$ cat src/rtl/soc_test_checker_pkg.sv
// Shared types and constants for the CPU6 end-of-test checker.
package soc_test_checker_pkg;

  // Largest supported number of compare channels; first_fail is 4 bits wide.
  localparam int CHK_MAXCH = 16;
  localparam int CHK_IDX_W = 4;

  // Checker FSM states (2-bit encoding shared with benches and debug taps).
  typedef enum logic [1:0] {
    CHK_IDLE  = 2'd0,
    CHK_RUN   = 2'd1,
    CHK_CHECK = 2'd2,
    CHK_DONE  = 2'd3
  } chk_state_e;

endpackage

$ cat src/rtl/soc_test_checker_cmp.sv
// Masked value-compare array plus lowest-index priority encoder.
module soc_test_checker_cmp
  import soc_test_checker_pkg::*;
#(
  parameter int XLEN       = 32,
  parameter int NUM_CHECKS = 4
) (
  input  logic [NUM_CHECKS*XLEN-1:0] i_obs,
  input  logic [NUM_CHECKS*XLEN-1:0] i_exp,
  input  logic [NUM_CHECKS-1:0]      i_mask,
  output logic [NUM_CHECKS-1:0]      o_fail_vec,
  output logic [CHK_IDX_W-1:0]       o_first_fail
);

  // A channel fails only when it is enabled and its values differ.
  always_comb begin
    o_fail_vec = '0;
    for (int i = 0; i < NUM_CHECKS; i++) begin
      o_fail_vec[i] = i_mask[i] & (i_obs[i*XLEN +: XLEN] != i_exp[i*XLEN +: XLEN]);
    end
  end

  // Scan high to low so the lowest failing index is the last one written.
  always_comb begin
    o_first_fail = '0;
    for (int i = NUM_CHECKS - 1; i >= 0; i--) begin
      if (o_fail_vec[i]) o_first_fail = CHK_IDX_W'(i);
    end
  end

endmodule

$ cat config.mk
export PLATFORM = sky130hd
export DESIGN_NAME = soc_test_checker_cmp
export DESIGN_NICKNAME = d
export VERILOG_FILES = /design/src/rtl/soc_test_checker_pkg.sv /design/src/rtl/soc_test_checker_cmp.sv
export SDC_FILE = /design/constraint.sdc
export NUM_CORES = 1
export LEC_CHECK = 0
export ABC_CLOCK_PERIOD_IN_PS = 1700
export BUFFER_PORTS_ARGS = -buffer_cell sky130_fd_sc_hd__clkbuf_2
export CORE_AREA = 2 2 105 107
export DETAILED_ROUTE_END_ITERATION = 10
export DIE_AREA = 0 0 107 109
export SLEW_MARGIN = 15
export SYNTH_ARGS = -nofsm -noshare
export SYNTH_HDL_FRONTEND = slang
export SYNTH_SLANG_ARGS = --single-unit
$ cat constraint.sdc
create_clock -name vclk -period 1.7
set_clock_uncertainty 0.1 [all_clocks]
set_input_delay 0.34 -clock vclk [all_inputs]
set_output_delay 0.34 -clock vclk [all_outputs]
set_load 0.05 [all_outputs]
### Yosys cells after proc, flatten, opt, wreduce, memory -nomap -nowiden

Cells that the tools add are included.

* eq/ne operators: 4
* mux-type cells: 4
* bitwise logic cells: 4

Operators with widths (number)
* $ne A32 B32 Y1: 4
* $mux W4: 3
* $and A1 B1 Y1: 4
* $mux W2: 1

* register bits after elaboration: 0
* input bits: 260
* output and inout port bits: 8
* logic and storage cells: 12

### Depth between registers and ports, before layout

* depth in word-level cells: 6
* gate-level depth with buffers: 6

### Least setup slack after synthesis

No wires, ideal clock.

* kind: input port to output port
* start point: input port i_obs[125]
* end point: output port o_first_fail[0]
* arrival time: 2.675 ns
* data required time: 1.260 ns
* setup slack: -1.415 ns
* cell stages on the path: 6
* cells stage by stage: xnor2_1 > nand4_1 > nor4_1 > a21boi_0 > a21oi_1 > nor2_1

* cells in the longest elaborated chain, start to end: 6

RTL lines
* from (decl): line soc_test_checker_cmp.sv:8 `input logic [NUM_CHECKS*XLEN-1:0] i_obs,`
* $ne A32 B32 Y1: line soc_test_checker_cmp.sv:19 `o_fail_vec[i] = i_mask[i] & (i_obs[i*XLEN +: XLEN] != i_exp[i*XLEN +: XLEN]);`
* $and A1 B1 Y1: line soc_test_checker_cmp.sv:19
* net o_fail_vec[3]: line soc_test_checker_cmp.sv:11 `output logic [NUM_CHECKS-1:0] o_fail_vec,`
* $mux W2: line soc_test_checker_cmp.sv:27 `if (o_fail_vec[i]) o_first_fail = CHK_IDX_W'(i);`
* $mux W4 (3 in series): line soc_test_checker_cmp.sv:27
* to (decl): line soc_test_checker_cmp.sv:12 `output logic [CHK_IDX_W-1:0] o_first_fail`

The timed path passes the listed nets, and every way through them passes these cells.

### Worst setup path in the final report

* start point: input port i_exp[88]
* end point: output port o_first_fail[1]

* cells in the longest elaborated chain, start to end: 5

RTL lines
* from (decl): line soc_test_checker_cmp.sv:9 `input logic [NUM_CHECKS*XLEN-1:0] i_exp,`
* $ne A32 B32 Y1: line soc_test_checker_cmp.sv:19
* $and A1 B1 Y1: line soc_test_checker_cmp.sv:19
* $mux W4 (3 in series): line soc_test_checker_cmp.sv:27

No other way between the ends.

==> impl_metrics.ini <==
[run_status]
status = complete, but fails checks
violations = setup timing

[route]
via_per_inst = 3.88
drt_iter0_drc = 27
vias = 2299
drc_errors = 0
drt-total-wl_um = 6350
wl_per_cell_um = 10.7
firstDrtPassIters = 4
antenna_left = 0

[die]
die_h_um = 109
ios = 268
start_util_pct = 13.6
dieArea_sq_um = 11700
die_x_um = 107
rows = 38
coreArea_sq_um = 10600

[setup_path]
path_class = in2out
endpoint = o_first_fail[1]
start_kind = primary input
arrival_ns = 1.74
critPathCaptureType = output port
path_max_fanout = 2
required_ns = 1.26
crit_start = i_exp[88]

[layout]
drive_gt1_share_pct = 67.9
final_util_pct = 32.2
area_delta_synth_final_pct = 137
multi_input_area_sq_um = 1700
seqCellArea_sq_um = 0
numSequentialCells = 0
n_antenna_cell = 0
fill_cells = 1099
most-common-layout-cells = clkbuf_2 (251), xnor2_1 (79), xor2_1 (31), nand4_1 (26), xnor2_2 (15)
nClkBuffers = 0
layout.cells.most_common = clkbuf_2
fin_nets = 714
fin_area_sq_um = 3420

[pwr]
p_per_area_nw_per_um2 = 241
p_leak_uw = 0.00172
ir_drop_mv = 0.113
total_power_uw = 824

[grt]
grt_max_degree = 4
grt_use_total_pct = 9.16
grt_pass1_wl_um = 8850
grt_pass1_vias = 2211
grt.overflow.total = 0
antenna_found_initial = 0

[synth]
avgSynthCellArea_sq_um = 8.01
synthDistinctLibCells = 12
ys_seq_area_share_pct = 0
synth.cell_area_sq_um = 1440
yosys_warnings = 0
syn_inst = 180

[min_path]
worst_hold_path_type = in2out

[placed_design]
place_area_sq_um = 3130
place.gp.congestion = 0.725
hpwl_um = 6100
placement.io_buffers = 266

[sta]
setup_viol = 6
worst_slack_ns = -0.481
fmax_ghz = 0.459
hold_viol_final = 0
grt_setup_unrepaired = yes
min_period_ns = 2.18
fin_crit_sh_pct = 128
slew_viol_final = 0

[clocking]
hold_buffers = 0

[flow_run]
cap_violations = 0
Yosys cell counts:
cell,number,area (sq um)
o21ai_1,1,5.00
a21oi_1,1,5.00
nor2_1,2,7.51
conb_1,1,3.75
xor2_1,32,280
nand4_1,26,163
buf_4,2,15.0
inv_1,1,3.75
nor4_1,14,87.6
a21boi_0,3,22.5
o21a_1,1,7.51
xnor2_1,96,841
cells by family after synthesis:
group | share of synthesized area [%]
buffers and inverters | 1.30
other | 0.260
and+or+nand+nor | 17.9
xor gates and xnor gates | 77.8
AOI/OAI and AO/OA | 2.78
routing by layer:
metal	global-route usage [%]	up-vias	routed length (um)	part of all wire (%)
met5	0	-	0	0
met4	1.11	0	10	0.16
met3	1.79	2	704	11
met2	20.0	158	3630	57
met1	8.90	976	2000	32
li1	-	1163	-	-
report_power, final:
part / switching [uW] / internal (uW)
registers: 0 / 0
logic: 330 / 494
clock network: 0 / 0
total: 330 / 494
worst min path at each step:
stage,start,to,slack [ns],cells past startpoint
2_1_floorplan,i_mask[1],o_fail_vec[1],0.76,1
3_3_place_gp,i_mask[3],o_fail_vec[3],1.04,3
3_5_place_dp,i_mask[3],o_fail_vec[3],1.05,3
4_1_cts,i_mask[3],o_fail_vec[3],1.02,3
5_1_grt,i_mask[3],o_fail_vec[3],1.01,3
6_report,i_mask[3],o_fail_vec[3],1.0,3
timing repair:
item,CTS,global route
pin swaps,6,23
gates resized for setup,15,34
endpoints found under the hold margin,0,0
setup endpoints to repair,6,6
buffers inserted,1,1
final cells by class:
cell class,count,share of cell area (%)
Tap cell,140,5.13
Multi-Input combinational cell,178,49.9
Timing Repair Buffer,273,44.9
Inverter,1,0.110
critical path, cell delays in order:
cell      delay (ns)
clkbuf_2        0.09
xor2_1          0.15
nor4_1          0.29
nand4_1         0.22
o21ai_2         0.24
inv_2           0.06
o21a_4          0.20
buf_12          0.14
per-stage QoR:
step	setup slack (ns)	hold WS [ns]	std cells	setup TNS [ns]
floorplan	-0.276	0.757	181	-0.492
global placement	-0.713	1.04	592	-2.90
detailed placement	-0.684	1.05	592	-2.95
CTS	-0.533	1.02	593	-2.44
global route	-0.570	1.01	592	-2.56
finish	-0.481	0.995	592	-2.06
Note: power is estimated with default switching activity, not from simulation.
